$ cat src/rtl/prng_pkg.sv
// Shared types and constants for the PRNG step scheduler.
// State encoding, default seed and datapath widths.
package prng_pkg;

  localparam int unsigned SEED_W   = 16;
  localparam int unsigned SAMPLE_W = 8;

  localparam logic [SEED_W-1:0] PRNG_DEFAULT_SEED = 16'hACE1;

  typedef enum logic [1:0] {
    StIdle = 2'd0,
    StSeed = 2'd1,
    StWarm = 2'd2,
    StRun  = 2'd3
  } prng_state_e;

  localparam logic [1:0] IDLE = 2'd0;
  localparam logic [1:0] SEED = 2'd1;
  localparam logic [1:0] WARM = 2'd2;
  localparam logic [1:0] RUN  = 2'd3;

endpackage

$ cat src/rtl/prng_prescaler.sv
// Free-running divider: counts 0..DIV-1 while enabled and pulses tick_o on the last count.
// clr holds the count at zero; a held count produces no tick.
module prng_prescaler #(
  parameter int unsigned W   = 24,
  parameter int unsigned DIV = 1
) (
  input  logic clk,
  input  logic reset,
  input  logic clr,
  input  logic en,
  output logic tick_o
);

  localparam logic [W-1:0] Last = W'(DIV - 1);

  logic [W-1:0] cnt_q;
  logic         at_last;

  assign at_last = (cnt_q == Last);
  assign tick_o  = en && at_last;

  always_ff @(posedge clk) begin
    if (reset || clr) begin
      cnt_q <= '0;
    end else if (en) begin
      cnt_q <= at_last ? '0 : cnt_q + W'(1);
    end
  end

endmodule

$ cat src/rtl/prng_step_ctrl.sv
// Single-clock step scheduler for the PRNG datapath: seed load, warm-up, prescaled stepping,
// and a valid/ack sample register. Define PRNG_STEP_CTRL_STATUS_EN for the status counters.
module prng_step_ctrl
  import prng_pkg::*;
#(
  parameter int unsigned DIV_W       = 24,
  parameter int unsigned DATA_DIV    = 10_000_000,
  parameter int unsigned CTRL_DIV    = 2_500_000,
  parameter int unsigned SEED_CYCLES = 16
) (
  input  logic                clk,
  input  logic                reset,
  input  logic                en,
  input  logic                run_i,
  input  logic                step_i,
  input  logic                seed_load_i,
  input  logic [SEED_W-1:0]   seed_i,
  input  logic [SAMPLE_W-1:0] mux_in_i,
  input  logic                sample_ack_i,
  output logic                data_step_o,
  output logic                ctrl_step_o,
  output logic                seed_we_o,
  output logic [SEED_W-1:0]   seed_o,
  output logic [SAMPLE_W-1:0] sample_o,
  output logic                sample_valid_o,
  output logic                overrun_o,
  output logic [1:0]          state_o
`ifdef PRNG_STEP_CTRL_STATUS_EN
  ,
  output logic [7:0]          overrun_cnt_o,
  output logic [15:0]         step_cnt_o
`endif
);

  localparam int unsigned WarmW = (SEED_CYCLES > 1) ? $clog2(SEED_CYCLES) : 1;
  localparam logic [WarmW-1:0] WarmLast = WarmW'(SEED_CYCLES - 1);

  prng_state_e         state_q, state_d;
  logic [WarmW-1:0]    warm_cnt_q, warm_cnt_d;
  logic [SEED_W-1:0]   seed_q;
  logic [SAMPLE_W-1:0] sample_q;
  logic                valid_q, overrun_q;
  logic                step_req_q, step_req_d;
  logic                capture_pend_q, capture_pend_d;

  logic in_run, presc_clr, presc_en;
  logic data_tick, ctrl_tick;
  logic run_data_step, run_ctrl_step;
  logic capture;

  assign in_run    = en && (state_q == StRun);
  assign presc_clr = (state_q != StRun);
  assign presc_en  = in_run && run_i;

  prng_prescaler #(
    .W   (DIV_W),
    .DIV (DATA_DIV)
  ) u_data_presc (
    .clk    (clk),
    .reset  (reset),
    .clr    (presc_clr),
    .en     (presc_en),
    .tick_o (data_tick)
  );

  prng_prescaler #(
    .W   (DIV_W),
    .DIV (CTRL_DIV)
  ) u_ctrl_presc (
    .clk    (clk),
    .reset  (reset),
    .clr    (presc_clr),
    .en     (presc_en),
    .tick_o (ctrl_tick)
  );

  // Next state: en and seed reload take priority over the normal sequence.
  always_comb begin
    state_d = state_q;
    if (!en) begin
      state_d = StIdle;
    end else if (seed_load_i && (state_q != StIdle)) begin
      state_d = StSeed;
    end else begin
      unique case (state_q)
        StIdle:  state_d = StSeed;
        StSeed:  state_d = StWarm;
        StWarm:  if (warm_cnt_q == WarmLast) state_d = StRun;
        StRun:   state_d = StRun;
        default: state_d = StIdle;
      endcase
    end
  end

  always_comb begin
    warm_cnt_d = '0;
    if ((state_q == StWarm) && (state_d == StWarm)) begin
      warm_cnt_d = warm_cnt_q + WarmW'(1);
    end
  end

  // A single-step request is honoured in the following cycle.
  assign step_req_d = in_run && !run_i && step_i;

  assign run_data_step = in_run && (data_tick || step_req_q);
  assign run_ctrl_step = in_run && (ctrl_tick || step_req_q);

  assign data_step_o = (en && (state_q == StWarm)) || run_data_step;
  assign ctrl_step_o = (en && (state_q == StWarm)) || run_ctrl_step;
  assign seed_we_o   = en && (state_q == StSeed);
  assign seed_o      = seed_we_o ? seed_q : '0;

  // Capture the post-step mux value one cycle later, unless we are leaving RUN.
  assign capture_pend_d = run_data_step && (state_d == StRun);
  assign capture        = capture_pend_q && en;

  always_ff @(posedge clk) begin
    if (reset) begin
      state_q        <= StIdle;
      warm_cnt_q     <= '0;
      seed_q         <= PRNG_DEFAULT_SEED;
      step_req_q     <= 1'b0;
      capture_pend_q <= 1'b0;
    end else begin
      state_q        <= state_d;
      warm_cnt_q     <= warm_cnt_d;
      step_req_q     <= step_req_d;
      capture_pend_q <= capture_pend_d;
      if (en && seed_load_i) begin
        seed_q <= seed_i;
      end
    end
  end

  always_ff @(posedge clk) begin
    if (reset) begin
      sample_q  <= '0;
      valid_q   <= 1'b0;
      overrun_q <= 1'b0;
    end else if (capture) begin
      sample_q <= mux_in_i;
      valid_q  <= 1'b1;
      if (valid_q && !sample_ack_i) begin
        overrun_q <= 1'b1;
      end
    end else if (sample_ack_i && valid_q) begin
      valid_q <= 1'b0;
    end
  end

  assign sample_o       = sample_q;
  assign sample_valid_o = valid_q;
  assign overrun_o      = overrun_q;
  assign state_o        = state_q;

`ifdef PRNG_STEP_CTRL_STATUS_EN
  logic [7:0]  overrun_cnt_q;
  logic [15:0] step_cnt_q;

  always_ff @(posedge clk) begin
    if (reset) begin
      overrun_cnt_q <= '0;
      step_cnt_q    <= '0;
    end else begin
      if (capture && valid_q && !sample_ack_i && (overrun_cnt_q != 8'hFF)) begin
        overrun_cnt_q <= overrun_cnt_q + 8'd1;
      end
      if (state_q == StSeed) begin
        step_cnt_q <= '0;
      end else if (run_data_step) begin
        step_cnt_q <= step_cnt_q + 16'd1;
      end
    end
  end

  assign overrun_cnt_o = overrun_cnt_q;
  assign step_cnt_o    = step_cnt_q;
`endif

endmodule
$ cat config.mk
export PLATFORM = sky130hd
export DESIGN_NAME = prng_step_ctrl
export DESIGN_NICKNAME = d
export VERILOG_FILES = /design/src/rtl/prng_pkg.sv /design/src/rtl/prng_prescaler.sv /design/src/rtl/prng_step_ctrl.sv
export SDC_FILE = /design/constraint.sdc
export NUM_CORES = 1
export LEC_CHECK = 0
export ABC_AREA = 1
export CAP_MARGIN = 15
export CORE_MARGIN = 1.5
export CORE_UTILIZATION = 60
export CTS_BUF_LIST = sky130_fd_sc_hd__clkbuf_2 sky130_fd_sc_hd__clkbuf_4 sky130_fd_sc_hd__clkbuf_8
export CTS_CLUSTER_SIZE = 16
export DETAILED_ROUTE_END_ITERATION = 10
export HOLD_SLACK_MARGIN = 0.1
export PLACE_DENSITY = 0.84
export SYNTH_ARGS = -nofsm -noshare
export SYNTH_HDL_FRONTEND = slang
export SYNTH_SLANG_ARGS = --single-unit
$ cat constraint.sdc
create_clock -name clk -period 3.3 [get_ports clk]
set_input_delay 0.66 -clock clk [delete_from_list [all_inputs] [get_ports clk]]
set_output_delay 0.66 -clock clk [all_outputs]
set_load 0.1 [all_outputs]
==> flow_metrics.env, run 1 <==
export IMPL_leakagePower_nw=2.05
export IMPL_synth_main_ff_cell="dfxtp_1"
export IMPL_n_antenna_cell=0
export IMPL_synth_nets=669
export IMPL_core_area_um2=6720
export IMPL_clk_root_buffer_cell="clkbuf_8"
export IMPL_wl_per_cell_um=12.5
export IMPL_path_max_fanout=16
export IMPL_seq_area_um2=1650
export IMPL_path_class="input port to output pin"
export IMPL_r2r_setup_slack_ns=1.56
export IMPL_worstHoldPathCells=1
export IMPL_cts_max_path_buffers=2
export IMPL_final_net_count=733
export IMPL_crit_buf_inv=5
export IMPL_avgSynthCellArea_um2=6.50
export IMPL_rr_worst_depth=6
export IMPL_yosys_top_cells_count="nor2_1 (156), nand2_1 (152), dfxtp_1 (82), inv_1 (79), nand3_1 (41)"
export IMPL_grt_usage_pct=26.8
export IMPL_grt_overflow=0
export IMPL_crit_path_frequent_cell="inv_1"
export IMPL_synth_edf_count=0
export IMPL_worst_ir_drop_vdd_mv=0.217
export IMPL_timing_rr_end="u_ctrl_presc.cnt_q[21]$_SDFFE_PP0N_"
export IMPL_cp_end_kind="output pin"
export IMPL_crit_family="buffers and inverters"
export IMPL_syn_cell_area_um2=4130
export IMPL_synthesis_instances=635
export IMPL_num_rows=30
export IMPL_grt_pass1_vias=3752
export IMPL_area_delta_synth_final_pct=27.4
export IMPL_outcome="complete, no violations"
export IMPL_path_cells="clkdlybuf4s50_1 > inv_1 > nor2_4 > inv_1 > buf_4 > nor2_2 > buf_12"
export IMPL_hold_slack_ns=0.468
export IMPL_drive_above_1_share_pct=12.1
export IMPL_dr_first_iter_drc_count=211
export IMPL_min_to="warm_cnt_q[0]$_SDFF_PP0_"
export IMPL_wl_um=9770
export IMPL_dieArea_um2=7390
export IMPL_finalHoldViolCount=0
export IMPL_io_buffers=61
export IMPL_layout_min_cycle_time_ns=3.03
export IMPL_ctsHoldBuffers=0
export IMPL_skew_ns=0.0117
export IMPL_grt_pass1_wl_um=16000
export IMPL_drtPass1Iterations=5
export IMPL_slew_headroom_pct=65.2
export IMPL_grt_antenna_before_repair=0
export IMPL_synth_top_area_share_pct=39.8
export IMPL_ant_nets=0
export IMPL_grt_start_max_net_pins=21
export IMPL_yosysSeqAreaShare_pct=39.8
export IMPL_chipWidth_um=85.9
export IMPL_power_per_cell_area_nw_per_um2=372
export IMPL_n_fill_cell=498
export IMPL_cts_tree="yes"
export IMPL_timing_rr_start="state_o[1]$_SDFF_PP0_"
export IMPL_via_per_inst=5.30
export IMPL_required_ns=2.64
export IMPL_synth_top_cell_by_area="dfxtp_1"
export IMPL_multi_input_area_um2=2200
export IMPL_tightest_slew_ns=0.522
export IMPL_htree_num_levels=3
export IMPL_crit_arrival_ns=2.37
export IMPL_ioPinCount=62
export IMPL_worstSetupStartpointType="input port"
export IMPL_maxCapViolCount=0
export IMPL_synth_cell_types=35
export IMPL_synth_area_leaders="dfxtp_1 (40%), nor2_1 (14%), nand2_1 (14%), inv_1 (7.2%), nand3_1 (5.0%)"
export IMPL_die_height_um=85.9
export IMPL_setup_viol=0
export IMPL_drcViolationCount=0
export IMPL_cts_setup_buffers=0
export IMPL_async_flop_share_pct=0
export IMPL_setup_tns_ns=0
export IMPL_ys_warn_count=0
export IMPL_rsz0062_at_grt="no"
export IMPL_clk_pin_slew_worst_paths_ns=0.08
export IMPL_cts_resized=0
export IMPL_maxSlewViolCount=0
export IMPL_worst_path_largest_cell_delay_ns=0.70
export IMPL_critical_path_slowest_cell="clkdlybuf4s50_1"
export IMPL_worstHoldPathType="flip-flop to flip-flop"
export IMPL_cts_sinks=82
export IMPL_dpl_hpwl_um=7380
export IMPL_synth_most_common_cell="nor2_1"
export IMPL_vias=4157
export IMPL_start_util_pct=61.4
export IMPL_numCtsBuffers=9
export IMPL_finalWeightedCongestion=0.898
export IMPL_hp_start="warm_cnt_q[0]$_SDFF_PP0_"
export IMPL_insertion_delay_ns=0.36
export IMPL_fmax_mhz=330
export IMPL_period_share_pct=91.8
export IMPL_ys_seq_elements=82
## final cells by class
cell class	instances	share of cell area [%]
multi-input cells	460	41.9
flip-flops and latches	82	31.3
repair buffers	66	15.4
inverters	80	5.71
clock buffers	9	2.36
well taps	80	1.90
clock inverters	7	1.50
## per-stage QoR
| stage | cell area, µm² | total power [mW] | cells | utilization (%) | setup WS (ns) |
|---|---|---|---|---|---|
| floorplan | 4230 | 1.15 | 635 | - | 0.0400 |
| global placement | 5060 | 1.24 | 768 | 75.3 | 0.387 |
| detailed placement | 5060 | 1.24 | 768 | 75.3 | 0.311 |
| CTS | 5260 | 1.97 | 784 | 78.3 | 0.290 |
| global route | 5260 | 2.02 | 784 | 78.3 | 0.203 |
| finish | 5260 | 1.96 | 784 | 78.3 | 0.272 |
## placed cells by master (no fill, tap or decap), drive strengths merged, types with 7 or more instances in the layout
cell	instances
a21oi	27
buf	36
clkbuf	9
clkdlybuf4s50	30
dfxtp	82
inv	80
nand2	153
nand3	43
nand4	10
nor2	162
nor3	14
o211ai	8
o21ai	17
xor2	7
## flip-flops by register name, summed over array words and instances (netlist names)
signal              flops
u_ctrl_presc.cnt_q     24
u_data_presc.cnt_q     24
seed_q                 16
sample_o                8
warm_cnt_q              4
state_o                 2
capture_pend_q          1
overrun_o               1
sample_valid_o          1
step_req_q              1
## report_power, final
part | leakage (nW) | total [mW] | internal (mW) | switching [mW]
sequential | 0.665 | 1.01 | 1.00 | 0.00686
clock | 0.0921 | 0.739 | 0.354 | 0.385
combinational | 1.29 | 0.210 | 0.0801 | 0.130
total | 2.05 | 1.96 | 1.44 | 0.522
## metal layers
metal	track usage, %	share of wire, %	up-vias	wire (µm)
li1	-	-	2110	-
met1	33.1	44	1912	4280
met2	45.1	49	111	4780
met3	4.52	4.7	24	459
met4	13.5	2.6	0	257
met5	0	0	-	0
## cell families (layout without fill, tap and decap cells)
logic type | count (synthesis) | in the layout | share of synthesized area (%)
buffers and inverters | 93 | 162 | 9.28
adder cells (fa/ha/maj) | 3 | 3 | 0.909
AND/OR/NAND/NOR | 390 | 390 | 40.3
multiplexers | 1 | 1 | 0.243
XOR/XNOR | 9 | 9 | 1.91
flip-flops | 82 | 82 | 39.8
AO/OA/AOI/OAI | 57 | 57 | 7.64
## worst max-delay path by stage
stage               start         end  slack, ns  depth (start not counted)
floorplan              en  seed_o[10]       0.04                          6
global placement       en  seed_o[15]       0.39                          7
detailed placement     en   seed_o[2]       0.31                          7
CTS                    en   seed_o[2]       0.29                          7
global route           en   seed_o[2]       0.20                          7
finish                 en   seed_o[0]       0.27                          7
(Power assumes the default switching activity.)
==> run 2: changes to the inputs <==
SKIP_CTS_REPAIR_TIMING = 1   (was not set)
==> results of run 2 <==
Final layout, timing and power as in run 1 (identical DEF).
